## config.mk

```make
export PLATFORM = sky130hd
export DESIGN_NAME = comparator_seq
export DESIGN_NICKNAME = d
export VERILOG_FILES = /design/src/rtl/comparator_pkg.sv /design/src/rtl/comparator_eq.sv /design/src/rtl/comparator_seq.sv
export SDC_FILE = /design/constraint.sdc
export NUM_CORES = 1
export LEC_CHECK = 0
export ABC_AREA = 1
export CAP_MARGIN = 30
export CORE_MARGIN = 2
export CORE_UTILIZATION = 44
export DETAILED_ROUTE_END_ITERATION = 16
export PLACE_DENSITY = 0.75
export SKIP_CTS_REPAIR_TIMING = 1
export SLEW_MARGIN = 5
export SYNTH_ARGS = -nofsm -noshare
export SYNTH_HDL_FRONTEND = slang
export SYNTH_SLANG_ARGS = --single-unit
```

## constraint.sdc

```tcl
create_clock -name clk -period 2.31 [get_ports clk]
set_input_delay 0.231 -clock clk [delete_from_list [all_inputs] [get_ports clk]]
set_output_delay 0.231 -clock clk [all_outputs]
set_load 0.005 [all_outputs]
```

## src/rtl/comparator_pkg.sv

```systemverilog
// Shared types and helpers for the sequential chunked comparator.
package comparator_pkg;

  // Compare modes, encoded like RISC-V branch funct3.
  typedef enum logic [2:0] {
    CMP_EQ  = 3'b000,
    CMP_NE  = 3'b001,
    CMP_LT  = 3'b100,
    CMP_GE  = 3'b101,
    CMP_LTU = 3'b110,
    CMP_GEU = 3'b111
  } cmp_mode_t;

  typedef enum logic [1:0] {
    S_IDLE,
    S_SCAN,
    S_DONE
  } cmp_state_t;

  // Signed modes are folded into an unsigned compare by flipping the sign bits.
  function automatic logic is_signed(input cmp_mode_t m);
    return (m == CMP_LT) || (m == CMP_GE);
  endfunction

  // Maps the raw eq/lt flags onto the mode-selected result bit.
  // The two unused encodings (010/011) always yield 0.
  function automatic logic select_result(input cmp_mode_t m, input logic eq_v,
                                         input logic lt_v);
    case (m)
      CMP_EQ:           return eq_v;
      CMP_NE:           return !eq_v;
      CMP_LT, CMP_LTU:  return lt_v;
      CMP_GE, CMP_GEU:  return !lt_v;
      default:          return 1'b0;
    endcase
  endfunction

endpackage

```

## src/rtl/comparator_eq.sv

```systemverilog
// Combinational equality test of two N-bit words.
module comparator_eq #(
  parameter int N = 8
) (
  input  logic [N-1:0] a,
  input  logic [N-1:0] b,
  output logic         eq
);

  assign eq = (a == b);

endmodule

```

## src/rtl/comparator_seq.sv

```systemverilog
// Multi-cycle handshaked comparator: scans CHUNK bits per cycle from the MSB
// end and stops at the first differing chunk.
module comparator_seq
  import comparator_pkg::*;
#(
  parameter int N     = 32,
  parameter int CHUNK = 8
) (
  input  logic         clk,
  input  logic         rst,
  input  logic         in_valid,
  output logic         in_ready,
  input  logic [N-1:0] a,
  input  logic [N-1:0] b,
  input  cmp_mode_t    mode,
  output logic         out_valid,
  input  logic         out_ready,
  output logic         out,
  output logic         eq,
  output logic         lt
);

  localparam int CHUNK_SAFE = (CHUNK < 1) ? 1 : CHUNK;
  localparam int NCH        = N / CHUNK_SAFE;
  localparam int IW         = (NCH > 1) ? $clog2(NCH) : 1;
  localparam logic [IW-1:0] IDX_LAST = IW'(NCH - 1);
  localparam logic [N-1:0]  SIGN_BIT = N'(1) << (N - 1);

  if ((CHUNK < 1) || ((N % CHUNK_SAFE) != 0)) begin : g_bad_params
    $error("comparator_seq: CHUNK must be >= 1 and divide N");
  end

  cmp_state_t      state, state_n;
  logic [IW-1:0]   idx, idx_n;
  logic [N-1:0]    a_r, b_r;
  cmp_mode_t       mode_r;
  logic            eq_n, lt_n, out_n;
  logic [CHUNK-1:0] ca, cb;
  logic            chunk_eq;
  logic            chunk_lt;
  logic            capture;

  assign in_ready  = (state == S_IDLE) && !rst;
  assign out_valid = (state == S_DONE);
  assign capture   = in_valid && in_ready;

  // Operand capture; sign bits flipped so signed modes reuse the unsigned compare.
  // NOTE: pure datapath registers carry no reset; they are only read after a
  // capture has written them, and leaving reset off keeps their flops cheap.
  always_ff @(posedge clk) begin
    if (capture) begin
      a_r    <= a ^ (is_signed(mode) ? SIGN_BIT : '0);
      b_r    <= b ^ (is_signed(mode) ? SIGN_BIT : '0);
      mode_r <= mode;
    end
  end

  // Selects the chunk addressed by the scan index.
  always_comb begin
    ca = '0;
    cb = '0;
    for (int i = 0; i < NCH; i++) begin
      if (idx == IW'(i)) begin
        ca = a_r[i*CHUNK_SAFE +: CHUNK_SAFE];
        cb = b_r[i*CHUNK_SAFE +: CHUNK_SAFE];
      end
    end
  end

  comparator_eq #(.N(CHUNK_SAFE)) u_chunk_eq (
    .a  (ca),
    .b  (cb),
    .eq (chunk_eq)
  );

  assign chunk_lt = (ca < cb);

  // Control and result state register.
  // NOTE: state is updated with non-blocking assignments so every flop samples
  // the pre-edge values, independent of statement order.
  always_ff @(posedge clk or posedge rst) begin
    if (rst) begin
      state <= S_IDLE;
      idx   <= '0;
      eq    <= 1'b0;
      lt    <= 1'b0;
      out   <= 1'b0;
    end else begin
      state <= state_n;
      idx   <= idx_n;
      eq    <= eq_n;
      lt    <= lt_n;
      out   <= out_n;
    end
  end

  // Next-state logic: accept, scan one chunk per cycle, hold result until taken.
  // NOTE: every output of this block gets a default first so no path leaves a
  // signal unassigned, which would otherwise infer a latch.
  always_comb begin
    state_n = state;
    idx_n   = idx;
    eq_n    = eq;
    lt_n    = lt;
    out_n   = out;
    case (state)
      S_IDLE: begin
        if (capture) begin
          idx_n   = IDX_LAST;
          state_n = S_SCAN;
        end
      end
      S_SCAN: begin
        if (!chunk_eq) begin
          eq_n    = 1'b0;
          lt_n    = chunk_lt;
          out_n   = select_result(mode_r, 1'b0, chunk_lt);
          state_n = S_DONE;
        end else if (idx == '0) begin
          eq_n    = 1'b1;
          lt_n    = 1'b0;
          out_n   = select_result(mode_r, 1'b1, 1'b0);
          state_n = S_DONE;
        end else begin
          idx_n = idx - 1'b1;
        end
      end
      S_DONE: begin
        if (out_ready) state_n = S_IDLE;
      end
      default: state_n = S_IDLE;
    endcase
  end

endmodule

```

* Word-level counts from Yosys, hierarchy flattened
Cells that the tools add are included.
** Cells by class
- Shift operators :: 0
- Bitwise gates (word level) :: 2
- Div/mod/pow operators :: 0
- Eq/ne operators :: 19
- $lt $le $gt $ge :: 1
- Multiply operators :: 0
- Multiplexer cells :: 26
- Add/sub/neg operators :: 1
- Reduce and logical (&&, ||, !) cells :: 15
** Operators with widths (number)
- 8-bit 2-to-1 mux :: 8
- 32-bit bitwise XOR :: 2
- 32-bit 2-to-1 mux :: 1
- 3-bit == test, second input constant :: 6
- 2-bit 2-to-1 mux :: 7
- 8-bit == test :: 1
- 8-bit less-than comparator :: 1
- 1-bit 2-to-1 mux :: 7
- 2-bit == test, second input constant :: 3
- 2-bit inequality test, second input constant :: 3
- 2-bit one-hot mux with 3 select lines :: 1
- 2-bit by 1-bit == test with 1-bit output, second input constant :: 2
- 2-bit zero test :: 2
- 2-bit by 1-bit inequality test with 1-bit output, second input constant :: 2
- 2-bit one-hot mux with 2 select lines :: 1
- 4-bit AND reduction :: 1
- 2-bit OR reduction :: 2
- 3-bit by 1-bit == test with 1-bit output, second input constant :: 1
- 3-bit zero test :: 1
- 3-bit inequality test, second input constant :: 1
- 1-bit one-hot mux with 3 select lines :: 1
- 3-bit AND reduction :: 1
- 3-bit OR reduction :: 1
- 1-bit logical AND :: 2
- other kinds (5) :: 6
** Word-level totals
- Output and inout bits :: 5
- Logic and storage cells :: 72
- Memories kept :: 0
- ROM bits :: 0
- Memory bits (writable) :: 0
- Register bits after elaboration :: 74
- Latch bits :: 0

* Depth between registers and ports, before layout
- Depth in word-level cells :: 9
- Depth in mapped cells :: 21
- Depth with buffers taken out :: 21

* Cells and area by module
A second synthesis with hierarchy kept.
** Unflattened totals
- Cells, all modules :: 298
- Area total of the unflattened synthesis :: 3331.9 um2
** Modules (own cells, without submodules)
- comparator_seq :: sequential area each 2187.1 um2, area an instance 3166.8 um2, instances 1, cells each 254
- comparator_eq :: sequential area each 0.0 um2, area an instance 165.2 um2, instances 1, cells each 44

* Worst setup path after synthesis
No wires, ideal clock.
- Path type :: register to register
- Start :: reg state[1]
- End :: reg a_r[0] (enable)
- Setup slack :: -0.197 ns
- Period minus slack after synthesis :: 2.507 ns
- Stages on the path, launching flop included :: 4
- Arrival :: 2.086 ns
- Data required time :: 1.889 ns
- Cell sequence :: dfrtp_1 -> nor3_2 -> nand2_2 -> inv_1
** Between the ends
- Word-level cells in the longest chain between the ends :: 3
** RTL lines
- start: declaration :: RTL line comparator_seq.sv:33 : cmp_state_t state, state_n;
- start signal: assignment :: RTL line comparator_seq.sv:89 : state <= state_n;
- 2-bit zero test :: RTL line comparator_seq.sv:43 : assign in_ready = (state == S_IDLE) && !rst;
- 1-bit logical AND :: RTL line comparator_seq.sv:43
- net in_ready :: RTL line comparator_seq.sv:12 : output logic in_ready,
- 1-bit logical AND :: RTL line comparator_seq.sv:45 : assign capture = in_valid && in_ready;
- net capture :: RTL line comparator_seq.sv:41 : logic capture;
- end signal: assignment :: RTL line comparator_seq.sv:52 : a_r <= a ^ (is_signed(mode) ? SIGN_BIT : '0);
- end: declaration :: RTL line comparator_seq.sv:35 : logic [N-1:0] a_r, b_r;
The timed path passes the listed nets, and every way through them passes these cells.
A chain may end at the register's enable or synchronous reset.

* Worst setup path in the final report
- Start :: reg idx[0]
- End :: reg out
** Between the ends
- Word-level cells in the longest chain between the ends :: 9
- Elaborated cells between the ends (all ways) :: 19
- Classes of those cells :: order compare: 1; eq/ne: 5; mux: 10; reduce/logical: 3
** RTL lines
- start: declaration :: RTL line comparator_seq.sv:34 : logic [IW-1:0] idx, idx_n;
- start signal: assignment :: RTL line comparator_seq.sv:90 : idx <= idx_n;
- 2-bit zero test :: RTL line comparator_seq.sv:63, comparator_seq.sv:119
- 8-bit 2-to-1 mux (4 in series) :: RTL line comparator_seq.sv:63 : if (idx == IW'(i)) begin
- 8-bit less-than comparator :: RTL line comparator_seq.sv:76 : assign chunk_lt = (ca < cb);
- 1-bit zero test :: RTL line comparator_pkg.sv:33 : CMP_GE, CMP_GEU: return !lt_v;
- 1-bit one-hot mux with 3 select lines :: RTL line comparator_pkg.sv:29 : case (m)
- 1-bit 2-to-1 mux :: RTL line comparator_seq.sv:114 : if (!chunk_eq) begin
- end signal: assignment :: RTL line comparator_seq.sv:93 : out <= out_n;
- end: declaration :: RTL line comparator_seq.sv:18 : output logic out,
Several ways; a longest one is shown, not always the timed one.

==> flow_metrics.tcl <==
set metrics [dict create \
    place_hpwl_um 4690 \
    yosys_warnings 0 \
    dieArea_um2 7850 \
    layout_common_cells "75 x clkdlybuf4s50_1, 67 x edfxtp_1, 35 x nand2_1" \
    grt_pass1_wl_um 10700 \
    numCtsBuffers 9 \
    start_util 0.458 \
    antenna_found_initial 0 \
    drt_first_pass_iters 4 \
    switchingPower_mw 1.54 \
    cap_viol_max_count 0 \
    hold_class "primary input to async pin" \
    dp_cells 427 \
    period_needed_ps 2460 \
    fill_cells 479 \
    grt.total_usage 0.188 \
    gp_congestion 0.733 \
    synth_area_per_cell_um2 12.9 \
    slew_headroom 0.812 \
    rows 30 \
    clock-sinks 74 \
    dr.first_iter.drc_count 137 \
    drive_gt1_frac 0.251 \
    drc 0 \
    critPathArrivalTime_ps 2710 \
    core_um2 6870 \
    synthTopCellsByArea "edfxtp_1 64%, dfrtp_1 5.6%, nand2_1 4.9%" \
    violations "negative setup slack" \
    multi_input_area_um2 982 \
    fin_hold_ws_ps 170 \
    stdcell_count 447 \
    drv_slew 0 \
    layout_commonest_cell "clkdlybuf4s50_1" \
    ys_seq_area_frac 0.695 \
    root_buffer "clkbuf_8" \
    combPwrFrac 0.391 \
    setup_violations 6 \
    ys_types 29 \
    die_x_um 88.6 \
    worstSetupStartpointType "flip-flop" \
    grt_max_degree 47 \
    p_per_area_nw_per_um2 1030 \
    clk_pin_slew_ps 80 \
    syn-num-nets 327 \
    avgRoutedWirePerCell_um 15.9 \
    tightest_slew_ps 282 \
    ys_seq_elements 74 \
    cp_max_fo 8 \
    die_h_um 88.6 \
    seqPwrFrac 0.354 \
    switching_share 0.327 \
    path_class "flip-flop to flip-flop" \
    netlist_area_um2 3150 \
    io-pin-count 76 \
    vias_per_cell 4.98 \
    drt-total-wl_um 7110 \
    grt_pass1_vias 2227 \
    intPower_mw 3.17 \
    area.growth.synth_to_final_pct 45.9 \
    ir_worst_vdd_mv 0.519 \
    vias 2228 \
    timing.fmax_mhz 406 \
    hold_viol 0 \
    ant_nets 0 \
    antenna_cells 0 \
    setup_ws_ps -151 \
    rsz0062_at_grt "true" \
    status "finished, violations left" \
    final_net_count 430 \
    clkPwrFrac 0.255 \
    clk_latency_ps 350 \
    fin_crit_sh 1.07 \
    grt_overflow 0 \
    cp.required_ps 2550 \
    netlist_instances 244 \
    portBuffers 75 \
    cts_max_level 3 \
    leakage_nw 1.68 \
    clockBufferDepth 2 \
    cts_tree "built" \
    synth_top_area_frac 0.639 \
    fin_skew_ps 5.28 \
    ff_latch_area_um2 2190 \
    end_kind "flip-flop" \
    synth_top_area_cell "edfxtp_1" \
]
==> per-stage QoR <==
step / TNS (ps) / util / instance area (um2) / setup WS, ps / total power, mW
after floorplan: 0 / - / 3150 / 0.723 / 2.52
after global placement: -710 / 0.605 / 4160 / -152 / 3.07
after detailed placement: -1540 / 0.605 / 4160 / -265 / 3.11
after CTS: -2080 / 0.640 / 4390 / -351 / 4.34
after global routing: -1610 / 0.668 / 4590 / -284 / 4.97
final: -659 / 0.668 / 4590 / -151 / 4.71
==> power groups by stage <==
| stage | Combinational [mW] | Sequential, mW | Clock, mW |
|---|---|---|---|
| finish | 1.84 | 1.67 | 1.20 |
| CTS | 1.46 | 1.66 | 1.22 |
| global placement | 1.39 | 1.68 | 0 |
| floorplan | 0.837 | 1.68 | 0 |
| global route | 2.01 | 1.68 | 1.28 |
| detailed placement | 1.42 | 1.68 | 0 |
==> worst max-delay path, stage by stage, from the launching register on <==
cell	delay, ps
dfrtp_1	440
inv_2	100
ha_4	150
inv_4	50
nor2_8	120
buf_12	140
a22oi_1	60
o21ai_0	150
o21ai_1	90
ha_1	320
nand2_2	90
nor2_4	150
nand4_4	140
nand2_2	120
buf_4	110
nand2_1	40
nand2_1	50
nand2_1	40
==> kinds of logic after synthesis <==
kind of cell	Yosys count	synth area share
adders and majority gates	12	0.0477
AOI/OAI and AO/OA	68	0.124
DFF	74	0.695
xor gates and xnor gates	2	0.00557
and+or+nand+nor	60	0.0898
buffers and inverters	28	0.0386
==> cell type report <==
type,instances,share of cell area
clock buffer,9,0.0270
clock inverter,6,0.0248
inverter,19,0.0169
multi-input combinational,142,0.214
sequential,74,0.476
tap,96,0.0262
timing repair buffer,101,0.215
==> layer usage <==
layer | track usage | wire (um) | vias up | share of wire
met5 | 0 | 0 | - | 0
met1 | 0.221 | 2730 | 1037 | 0.38
met2 | 0.323 | 3760 | 95 | 0.53
met3 | 0.0662 | 486 | 12 | 0.068
li1 | - | - | 1084 | -
met4 | 0.0634 | 131 | 0 | 0.018
==> worst paths after layout <==
check                       start       end  slack, ps  depth (start not counted)
max                        idx[0]       out       -150                         17
min                           rst    idx[0]        170                          2
max reg2reg                idx[0]       out       -150                         17
min reg2reg                    lt        lt        500                          2
max in group asynchronous     rst  state[1]       1920                          2
min in group clk             a[2]    a_r[2]        430                          1
==> state kept, by name, indices dropped and copies added, names as in the netlist <==
name,flops
b_r,32
idx,2
state,2
a_r,32
mode_r,3
lt,1
eq,1
out,1
==> synth_stat cells <==
cell type,count
edfxtp_1,67
nand2_1,41
o21ai_0,26
a21oi_1,24
inv_1,17
a22oi_1,12
ha_1,12
nor2_1,8
dfrtp_1,7
buf_2,4
clkbuf_1,3
nand3_1,3
inv_2,2
o21ai_1,2
xnor2_1,2
a21o_2,1
a31oi_1,1
buf_4,1
buf_6,1
nand2_2,1
nand2_4,1
nand4_2,1
nor2_2,1
nor2_4,1
nor2_8,1
nor3_2,1
o21ai_4,1
o31ai_1,1
or2_1,1
Note: power is estimated with default switching activity, not from simulation.
